[src/rtl/reg_dump.sv]
// -----------------------------------------------------------------------------
// reg_dump -- walks a register file through one combinational read port and
// streams every register out as a valid/ready beat (index + value).
//
// A start pulse in IDLE launches a dump. Each register costs one LOAD cycle,
// where the read port settles and the value is snapshotted, plus at least one
// SEND cycle, where the beat is offered until the consumer takes it. After the
// last register is accepted, DONE pulses for one cycle. abort cancels a dump
// from any non-idle state.
//
// Ports
//   clk       in   rising-edge clock
//   rst_n     in   synchronous active-low reset
//   start     in   begin a dump (only looked at in IDLE)
//   abort     in   cancel a dump in progress; also blocks a coincident start
//   rf_addr   out  register-file read address (always the current index)
//   rf_data   in   combinational read data for rf_addr
//   tx_valid  out  beat present on tx_addr/tx_data
//   tx_ready  in   consumer accepts the beat
//   tx_addr   out  index of the register in the current beat
//   tx_data   out  value sampled from that register
//   busy      out  high whenever the block is not idle
//   done      out  one-cycle pulse after the final beat is accepted
//
// Configuration
//   REG_DUMP_SKIP_X0_EN  when defined, register 0 is skipped and the dump
//                        starts at index 1 (one beat fewer).
// -----------------------------------------------------------------------------
module reg_dump #(
   parameter int ADDRESS_WIDTH = 5,
   parameter int DATA_WIDTH    = 32
) (
   input  logic                     clk,
   input  logic                     rst_n,
   input  logic                     start,
   input  logic                     abort,
   output logic [ADDRESS_WIDTH-1:0] rf_addr,
   input  logic [DATA_WIDTH-1:0]    rf_data,
   output logic                     tx_valid,
   input  logic                     tx_ready,
   output logic [ADDRESS_WIDTH-1:0] tx_addr,
   output logic [DATA_WIDTH-1:0]    tx_data,
   output logic                     busy,
   output logic                     done
);

   localparam logic [1:0] S_IDLE = 2'd0;
   localparam logic [1:0] S_LOAD = 2'd1;
   localparam logic [1:0] S_SEND = 2'd2;
   localparam logic [1:0] S_DONE = 2'd3;

`ifdef REG_DUMP_SKIP_X0_EN
   localparam logic [ADDRESS_WIDTH-1:0] FIRST_IDX = ADDRESS_WIDTH'(1);
`else
   localparam logic [ADDRESS_WIDTH-1:0] FIRST_IDX = '0;
`endif
   // The index never wraps: reaching the all-ones index ends the dump.
   localparam logic [ADDRESS_WIDTH-1:0] LAST_IDX = '1;

   logic [1:0]               state_reg;
   logic [ADDRESS_WIDTH-1:0] idx_reg;
   logic                     valid_reg;
   logic [ADDRESS_WIDTH-1:0] addr_reg;
   logic [DATA_WIDTH-1:0]    data_reg;

   always_ff @(posedge clk) begin
      if (!rst_n) begin
         state_reg <= S_IDLE;
         idx_reg   <= '0;
         valid_reg <= 1'b0;
         addr_reg  <= '0;
         data_reg  <= '0;
      end else if (abort) begin
         // abort outranks everything, including a beat being handshaken in
         // this same cycle (that beat is treated as never transferred) and
         // a start arriving in IDLE.
         state_reg <= S_IDLE;
         valid_reg <= 1'b0;
      end else begin
         case (state_reg)
            S_IDLE: begin
               if (start) begin
                  state_reg <= S_LOAD;
                  idx_reg   <= FIRST_IDX;
               end
            end
            S_LOAD: begin
               // Snapshot: later register-file writes cannot touch this beat.
               data_reg  <= rf_data;
               addr_reg  <= idx_reg;
               valid_reg <= 1'b1;
               state_reg <= S_SEND;
            end
            S_SEND: begin
               if (valid_reg && tx_ready) begin
                  valid_reg <= 1'b0;
                  if (idx_reg == LAST_IDX) begin
                     state_reg <= S_DONE;
                  end else begin
                     idx_reg   <= idx_reg + ADDRESS_WIDTH'(1);
                     state_reg <= S_LOAD;
                  end
               end
            end
            S_DONE: begin
               state_reg <= S_IDLE;
            end
            default: begin
               state_reg <= S_IDLE;
               valid_reg <= 1'b0;
            end
         endcase
      end
   end

   assign rf_addr  = idx_reg;
   assign tx_valid = valid_reg;
   assign tx_addr  = addr_reg;
   assign tx_data  = data_reg;
   assign busy     = (state_reg != S_IDLE);
   assign done     = (state_reg == S_DONE);

endmodule
[config.mk]
export PLATFORM = sky130hd
export DESIGN_NAME = reg_dump
export DESIGN_NICKNAME = d
export VERILOG_FILES = /design/src/rtl/reg_dump.sv
export SDC_FILE = /design/constraint.sdc
export NUM_CORES = 1
export LEC_CHECK = 0
export BUFFER_PORTS_ARGS = -buffer_cell sky130_fd_sc_hd__buf_2
export CAP_MARGIN = 20
export CORE_UTILIZATION = 47
export DETAILED_ROUTE_END_ITERATION = 10
export GPL_TIMING_DRIVEN = 0
export PLACE_DENSITY_LB_ADDON = 0.1
export SYNTH_ARGS = -nofsm -noshare
export SYNTH_HDL_FRONTEND = slang
export SYNTH_SLANG_ARGS = --single-unit
[constraint.sdc]
create_clock -name clk -period 1.75 [get_ports clk]
set_input_delay 0.175 -clock clk [delete_from_list [all_inputs] [get_ports clk]]
set_output_delay 0.175 -clock clk [all_outputs]
set_load 0.05 [all_outputs]
# After elaboration in Yosys (flattened, before gate mapping)
# Index checks and enable logic that the tools add are counted.
[op_classes] n_eq_ne=7 bitwise_logic=2 n_reduce_logical=10 n_addsub=1 n_mux=10
[op_table] operator="5-bit 2-to-1 mux" count=3
[op_table] operator="5-bit one-hot mux with 2 select lines" count=1
[op_table] operator="2-bit one-hot mux with 4 select lines" count=1
[op_table] operator="2-bit 2-to-1 mux" count=3
[op_table] operator="2-bit != test, second input constant" count=3
[op_table] operator="2-bit AND reduction" count=3
[op_table] operator="2-bit nonzero test" count=3
[op_table] operator="5-bit by 1-bit adder with 5-bit output, second input constant" count=1
[op_table] operator="5-bit == test, second input constant" count=1
[op_table] operator="5-bit AND reduction" count=1
[op_table] operator="2-bit == test, second input constant" count=2
[op_table] operator="2-bit by 1-bit == test with 1-bit output, second input constant" count=1
[op_table] operator="2-bit logical NOT" count=1
[op_table] operator="1-bit inverter" count=2
[op_table] operator="1-bit one-hot mux with 2 select lines" count=1
[op_table] operator="2-bit OR reduction" count=1
[op_table] operator="1-bit logical AND" count=1
[op_table] operator="1-bit 2-to-1 mux" count=1
[word_totals] word_cells=35 output_inout_bits=45 in_bits=37 reg_bits=45

# Depth between registers and ports, before layout
# Gate-level depths: netlist (run 1).
[logic_depth] depth_word=4 depth_mapped=6 ltp_nobuf=6

# Worst setup path after synthesis (run 1)
# OpenSTA, ideal clock, no wires.
[synth_timing] path_type="register to register" startpoint="register idx_reg[0] (netlist: rf_addr[0])" endpoint="register idx_reg[1] (netlist: rf_addr[1])" t_arrival_ps=1765 synth_period_minus_slack_ps=1837 setup_ps=72 slack_ps=-87 path_stages_with_launch=7 cell_sequence="dfxtp_1 -> ha_1 -> and3_1 -> ha_1 -> nand4b_2 -> a21boi_4 -> mux2i_1"
[synth_between] elab_chain_cells=4 word_cells_on_any_way=7
[synth_lines] element="from (decl)" line_no="61" source="logic [ADDRESS_WIDTH-1:0] idx_reg;"
[synth_lines] element="from (signal assigned)" line_no="100" source="idx_reg <= idx_reg + ADDRESS_WIDTH'(1);"
[synth_lines] element="5-bit by 1-bit adder with 5-bit output" line_no="100"
[synth_lines] element="5-bit 2-to-1 mux" line_no="97" source="if (idx_reg == LAST_IDX) begin"
[synth_lines] element="5-bit 2-to-1 mux" line_no="95" source="if (valid_reg && tx_ready) begin"
[synth_lines] element="5-bit one-hot mux with 2 select lines" line_no="80" source="case (state_reg)"
# Several ways; a longest one is shown, not always the timed one. The select of a mux whose other input is x is not followed.
# A chain may end at the register's enable or synchronous reset.

# Final worst setup path (run 1)
[layout_timing] startpoint="register idx_reg[0] (netlist: rf_addr[0])" endpoint="register idx_reg[4] (netlist: rf_addr[4])"
# The elaborated chain is that of the path after synthesis.

==> key figures, run 1 <==
Clocking
  • Clk sinks: 45
  • Setup Buffers After CTS: 0
  • Worst skew pair latency: 0.28 ns
  • Clk slew on worst S/H paths: 0.08 ns
  • Number of buffers created by CTS: 5
  • Clock buffer depth: 2
  • Root Driver: clkbuf_8
  • CTS tree: built
  • Htree depth: 2

Drt
  • Met2 wire len: 1640 um
  • DR WL/cell: roughly 11 um
  • # DRC: 0
  • Vias per cell: around 4.8
  • First-pass DRT Iterations: 4
  • Initial DRC count: 79
  • Metal-1 WL: about 2000 um
  • Final wirelength: a little under 4000 um
  • Metal3 WL: a little under 300 um
  • Uppermost layer routed: met4
  • Vias after detailed routing: 1673
  • Antenna viol nets, final: 0

Timing
  • Clock Skew: roughly 0.0027 ns
  • Slew at the pin with the worst max-slew slack: 0.487 ns
  • Min Tclk post-route: 1.61 ns
  • RSZ-0062 raised after global routing: no
  • Final Setup Violations: 0
  • Final period util: 92.2%
  • Setup_tns: 0 ns
  • Max Freq: just over 600 MHz
  • Final hold violation count: 0
  • Slew headroom: 67.5%
  • Max-slew violation count: 0

Power
  • PwrDens: roughly 770 mW/mm^2
  • Worst vdd ir: around 440 uV
  • Leakage Power: around 0.0012 uW

Place
  • Dpl hpwl: slightly below 3000 um
  • Placed Instance Area: roughly 0.0024 sq mm
  • Placer Congestion: between 0.8 and 0.9
  • Buffers added on ports: 81

Layout
  • Register Area: 906 sq um
  • Area of the multi-input gates: slightly below 900 sq um
  • Layout cells sized above 1: between 30 and 40%
  • Layout Nets: about 340
  • N_diodes: 0
  • Largest register FFs: 32
  • Most common cell after layout, fill and taps aside: buf_2
  • Synthesis-to-finish area growth: 30.1%
  • Number of fillers in the final layout: approximately 330
  • Final instance area: ~0.0025 sq mm
  • Commonest non-fill, non-tap cells in the layout: buf_2, nand2_1, dfxtp_1

Hold path
  • Hold path start: rf_data[29]
  • Hold Path Depth: 3
  • HP Class: in2reg

Worst setup path
  • Required time worst endpoint: around 2.0 ns
  • Kind of critical path: reg2reg
  • Setup crit start: rf_addr[0]
  • Critical path peak fanout: 6
  • Worst Path Arrival: roughly 1.8 ns
  • Setup crit end kind: flip-flop
  • R2R depth: 6
  • RR Startpoint: rf_addr[0]
  • CP Launch Type: flip-flop

Logic synthesis
  • Register area share after synthesis: a little under half
  • Mapped Area: 0.00189 sq mm
  • Warning count from the yosys run: 0
  • Syn nets: between 200 and 300
  • Syn Area/Cell: a little under 9 sq um
  • Post-synthesis register bit count: between 40 and 50
  • Mapped Cells: 215
  • Synth unique cells: 32

Floorplan
  • Core area: 0.00377 sq mm
  • Row cnt: 22
  • Initial Util: approximately half
  • Num ports: around 80
  • Die H: 65.4 um
  • Die width: between 60 and 70 um
  • Die area: 0.00428 sq mm

GRT
  • Total congestion overflow: 0
  • Initial antenna violation count: 0
  • Overall Global Routing Usage: approximately a fifth
  • First-pass GRT wire length: 6460 um
  • Vias in the first global route: ~1400
  • Largest net degree at the start of global routing: 14

Run status
  • Status: finished clean

Job
  • Max_cap viols: 0
[where the power goes]
group	total, uW	leakage, uW	internal [uW]	switching, uW
logic	213	0.000746	82.6	131
registers	1050	0.000365	1040	8.88
clock network	638	0.0000433	312	326
total	1900	0.00115	1430	465
[cells in the mapped netlist, drive strengths merged]
| cell type | count | area, sq um |
|---|---|---|
| nand3 | 3 | 15.0 |
| o211ai | 1 | 7.51 |
| inv | 1 | 3.75 |
| buf | 10 | 96.4 |
| nand2 | 81 | 304 |
| or3 | 1 | 6.26 |
| nor3b | 1 | 18.8 |
| nand4b | 2 | 23.8 |
| o22ai | 1 | 6.26 |
| nor4bb | 1 | 10.0 |
| and3 | 2 | 12.5 |
| a21oi | 2 | 10.0 |
| nor2b | 3 | 18.8 |
| nor2 | 1 | 3.75 |
| a32oi | 1 | 8.76 |
| or3b | 1 | 8.76 |
| o21ai | 4 | 20.0 |
| dfxtp | 45 | 901 |
| a21boi | 38 | 297 |
| mux2i | 2 | 20.0 |
| nand2b | 3 | 18.8 |
| or2 | 1 | 6.26 |
| clkbuf | 4 | 15.0 |
| ha | 2 | 25.0 |
| and2 | 2 | 12.5 |
| and3b | 1 | 8.76 |
| and4bb | 1 | 12.5 |
[layer usage]
| layer | vias up | global-route usage (%) |
|---|---|---|
| li1 | 888 | - |
| met1 | 721 | 26.1 |
| met2 | 62 | 29.6 |
| met3 | 2 | 6.94 |
| met4 | 0 | 4.89 |
| met5 | - | 0 |
[final timing paths]
| check | endpoint | slack (ns) |
|---|---|---|
| min reg2reg | tx_data[21] | 0.45 |
| max | rf_addr[4] | 0.14 |
| min | tx_data[29] | 0.12 |
| max reg2reg | rf_addr[4] | 0.14 |
[layout make-up]
type	instances	share of cell area, %
clock buffer	6	3.36
clock inverter	1	0.305
inverter	1	0.153
timing repair buffer	81	16.5
multi-input combinational	155	35.9
tap	48	2.44
buffer	14	4.53
sequential	45	36.8
[through the flow]
stage | setup WS (ns) | power, uW | instances | hold WS, ns | util, %
after floorplan | 0.0503 | 1210 | 215 | 0.310 | -
after CTS | 0.0475 | 1920 | 351 | 0.110 | 64.9
after detailed placement | 0.0663 | 1290 | 344 | 0.421 | 62.5
final | 0.137 | 1900 | 351 | 0.117 | 65.2
after global routing | 0.0122 | 1980 | 351 | 0.101 | 65.2
after global placement | 0.0749 | 1290 | 344 | 0.415 | 62.5
[kinds of logic after synthesis]
family,count (synthesis),share of synthesized area (%)
muxes,2,1.06
and+or+nand+nor,104,25.4
DFF,45,47.7
adders and majority gates,2,1.32
buffers and inverters,15,6.09
AOI/OAI and AO/OA,47,18.5
[critical path: stages (launching register included)]
cell and delay (ns):
dfxtp_4 0.37, ha_1 0.21, and3_1 0.19, ha_1 0.18
nand4b_4 0.18, a21boi_4 0.23, mux2i_1 0.20
[repair_timing]
item                       4_1_cts  5_1_grt
setup endpoints to repair        0        4
hold buffers                     0        0
gates resized for setup          0        2
hold endpoints to repair         0        0
No activity file was read; power rests on OpenSTA's default activity.
==> inputs of run 2 (changes only) <==
- MAX_ROUTING_LAYER: default -> met4
==> run 2 against run 1 <==
Compared with the run above:
- setup slack barely moved
- flip-flop and latch count did not move
- utilization did not move
- combinational power barely moved
- via count rose by 0.18%
- cell count did not move
- clock skew rose by 0.00060 ns
- non-clock buffer count did not move
- highest routed layer unchanged
==> key figures, run 2 (synthesized netlist as in run 1, its figures left out) <==
Run status
  • Status: finished clean

Worst setup path
  • Setup crit end kind: flip-flop
  • Critical path peak fanout: 6
  • R2R depth: 6
  • CP max stage cell: dfxtp_4
  • Crit path cell chain: ha_1 > and3_1 > ha_1 > nand4b_4 > a21boi_4 > mux2i_1
  • Kind of critical path: reg2reg
  • RR Startpoint: rf_addr[0]
  • CP Launch Type: flip-flop
  • Worst Path Arrival: ~1.8 ns
  • Biggest cell delay along the critical path: between 0.3 and 0.4 ns
  • Required time worst endpoint: roughly 2.0 ns
  • Worst R2R End: rf_addr[4]
  • CP dominant cell by count: ha_1
  • R2R setup slack: between 0.1 and 0.15 ns

GRT
  • First-pass GRT wire length: 6440 um
  • Initial antenna violation count: 0
  • Overall Global Routing Usage: about a fifth
  • Total congestion overflow: 0
  • Largest net degree at the start of global routing: 14
  • Vias in the first global route: 1442

Layout
  • N_diodes: 0
  • Synthesis-to-finish area growth: 30.1%
  • Commonest non-fill, non-tap cells in the layout: buf_2, nand2_1, dfxtp_1
  • Largest register FFs: 32
  • Most common cell after layout, fill and taps aside: buf_2
  • Layout cells sized above 1: ~35%
  • Non-Filler Instances: roughly 350
  • Number of fillers in the final layout: 334
  • Layout Nets: around 340

Floorplan
  • Die H: 65.4 um
  • Core area: between 0.003 and 0.004 sq mm
  • Row cnt: 22
  • Die area: about 0.0043 sq mm
  • Die width: 65.4 um
  • Num ports: between 80 and 90
  • Initial Util: between 50% and 60%

Clocking
  • Clock buffer depth: 2
  • Clk sinks: 45
  • Hold_buf cts: 0
  • Htree depth: 2
  • Setup Buffers After CTS: 0
  • CTS tree: built
  • Clk slew on worst S/H paths: around 0.080 ns
  • Post-CTS sizing: 0
  • Number of buffers created by CTS: 5
  • Worst skew pair latency: between 0.2 and 0.3 ns
  • Root Driver: clkbuf_8

Place
  • Buffers added on ports: between 80 and 90
  • Dpl hpwl: slightly below 3000 um
  • Placed cells: about 340
  • Place WS: around 0.066 ns
  • Placer Congestion: 0.814

Power
  • Leakage Power: roughly 0.0012 uW
  • Worst vdd ir: around 440 uV
  • PwrDens: slightly below 800 mW/mm^2
  • Tot Pwr: around 1900 uW

Drt
  • Metal-1 WL: just over 2000 um
  • Vias after detailed routing: between 1500 and 2000
  • Met2 wire len: around 1600 um
  • Uppermost layer routed: met4
  • DR WL/cell: around 11 um
  • Vias per cell: roughly 4.8
  • First-pass DRT Iterations: 4
  • # DRC: 0
  • Initial DRC count: 79
  • Antenna viol nets, final: 0
  • Final wirelength: between 3000 and 4000 um
  • Metal3 WL: 263 um

Timing
  • Setup_tns: 0 ns
  • Slew headroom: 67.6%
  • Worst Slack Setup Final: roughly 0.14 ns
  • Worst hold slack: approximately 0.12 ns
  • Max-slew violation count: 0
  • Final Setup Violations: 0
  • RSZ-0062 raised after global routing: no
  • Slew at the pin with the worst max-slew slack: 0.485 ns
  • Max Freq: 620 MHz
  • Final period util: between 90 and 100%
  • Min Tclk post-route: ~1.6 ns
  • Clock Skew: 0.00331 ns
  • Final hold violation count: 0

Hold path
  • Hold path start: rf_data[29]
  • Hold EP: tx_data[29]
  • HP Class: in2reg
  • Hold Path Depth: 3

Job
  • Max_cap viols: 0
[run 2: layer usage]
| metal | up-vias | GRT usage, % |
|---|---|---|
| li1 | 888 | - |
| met1 | 726 | 26.5 |
| met2 | 60 | 29.6 |
| met3 | 2 | 6.25 |
| met4 | 0 | 4.89 |
| met5 | - | - |
[run 2: worst max path at each step]
stage                          start  depth (start not counted)          to  slack (ns)
after floorplan           rf_addr[0]                          6  rf_addr[1]        0.05
after global placement    rf_addr[0]                          6  rf_addr[1]        0.07
after CTS                 rf_addr[0]                          6  rf_addr[4]        0.05
final                     rf_addr[0]                          6  rf_addr[4]        0.14
after detailed placement  rf_addr[0]                          6  rf_addr[4]        0.07
after global routing      rf_addr[0]                          6  rf_addr[1]        0.01
[run 2: worst max-delay path, delay by kind of cell, from the launching register on]
kind / cells / cell delay (ns)
compound gates: 1 / 0.23
fa+ha+maj: 2 / 0.39
simple gates: 2 / 0.37
mux: 1 / 0.20
flops: 1 / 0.37
[run 2: area by class of cell]
| cell class | count | area [sq um] | area share (%) |
|---|---|---|---|
| Buffer | 14 | 111 | 4.53 |
| Clock buffer | 6 | 82.6 | 3.36 |
| Sequential cell | 45 | 906 | 36.8 |
| Timing Repair Buffer | 81 | 405 | 16.5 |
| Multi-Input combinational cell | 155 | 883 | 35.9 |
| Inverter | 1 | 3.75 | 0.153 |
| Tap cell | 48 | 60.1 | 2.44 |
| Clock inverter | 1 | 7.51 | 0.305 |
[run 2: metrics by stage]
step	util, %	area [sq um]
global placement	62.5	2360
floorplan	-	1890
CTS	64.9	2450
finish	65.2	2460
detailed placement	62.5	2360
global route	65.2	2460
[run 2: power by group]
group	internal [uW]	switching, uW	total [uW]	leakage [uW]
registers	1040	8.87	1050	0.000365
clock network	312	327	639	0.0000433
logic	82.6	131	213	0.000746
total	1430	466	1900	0.00115
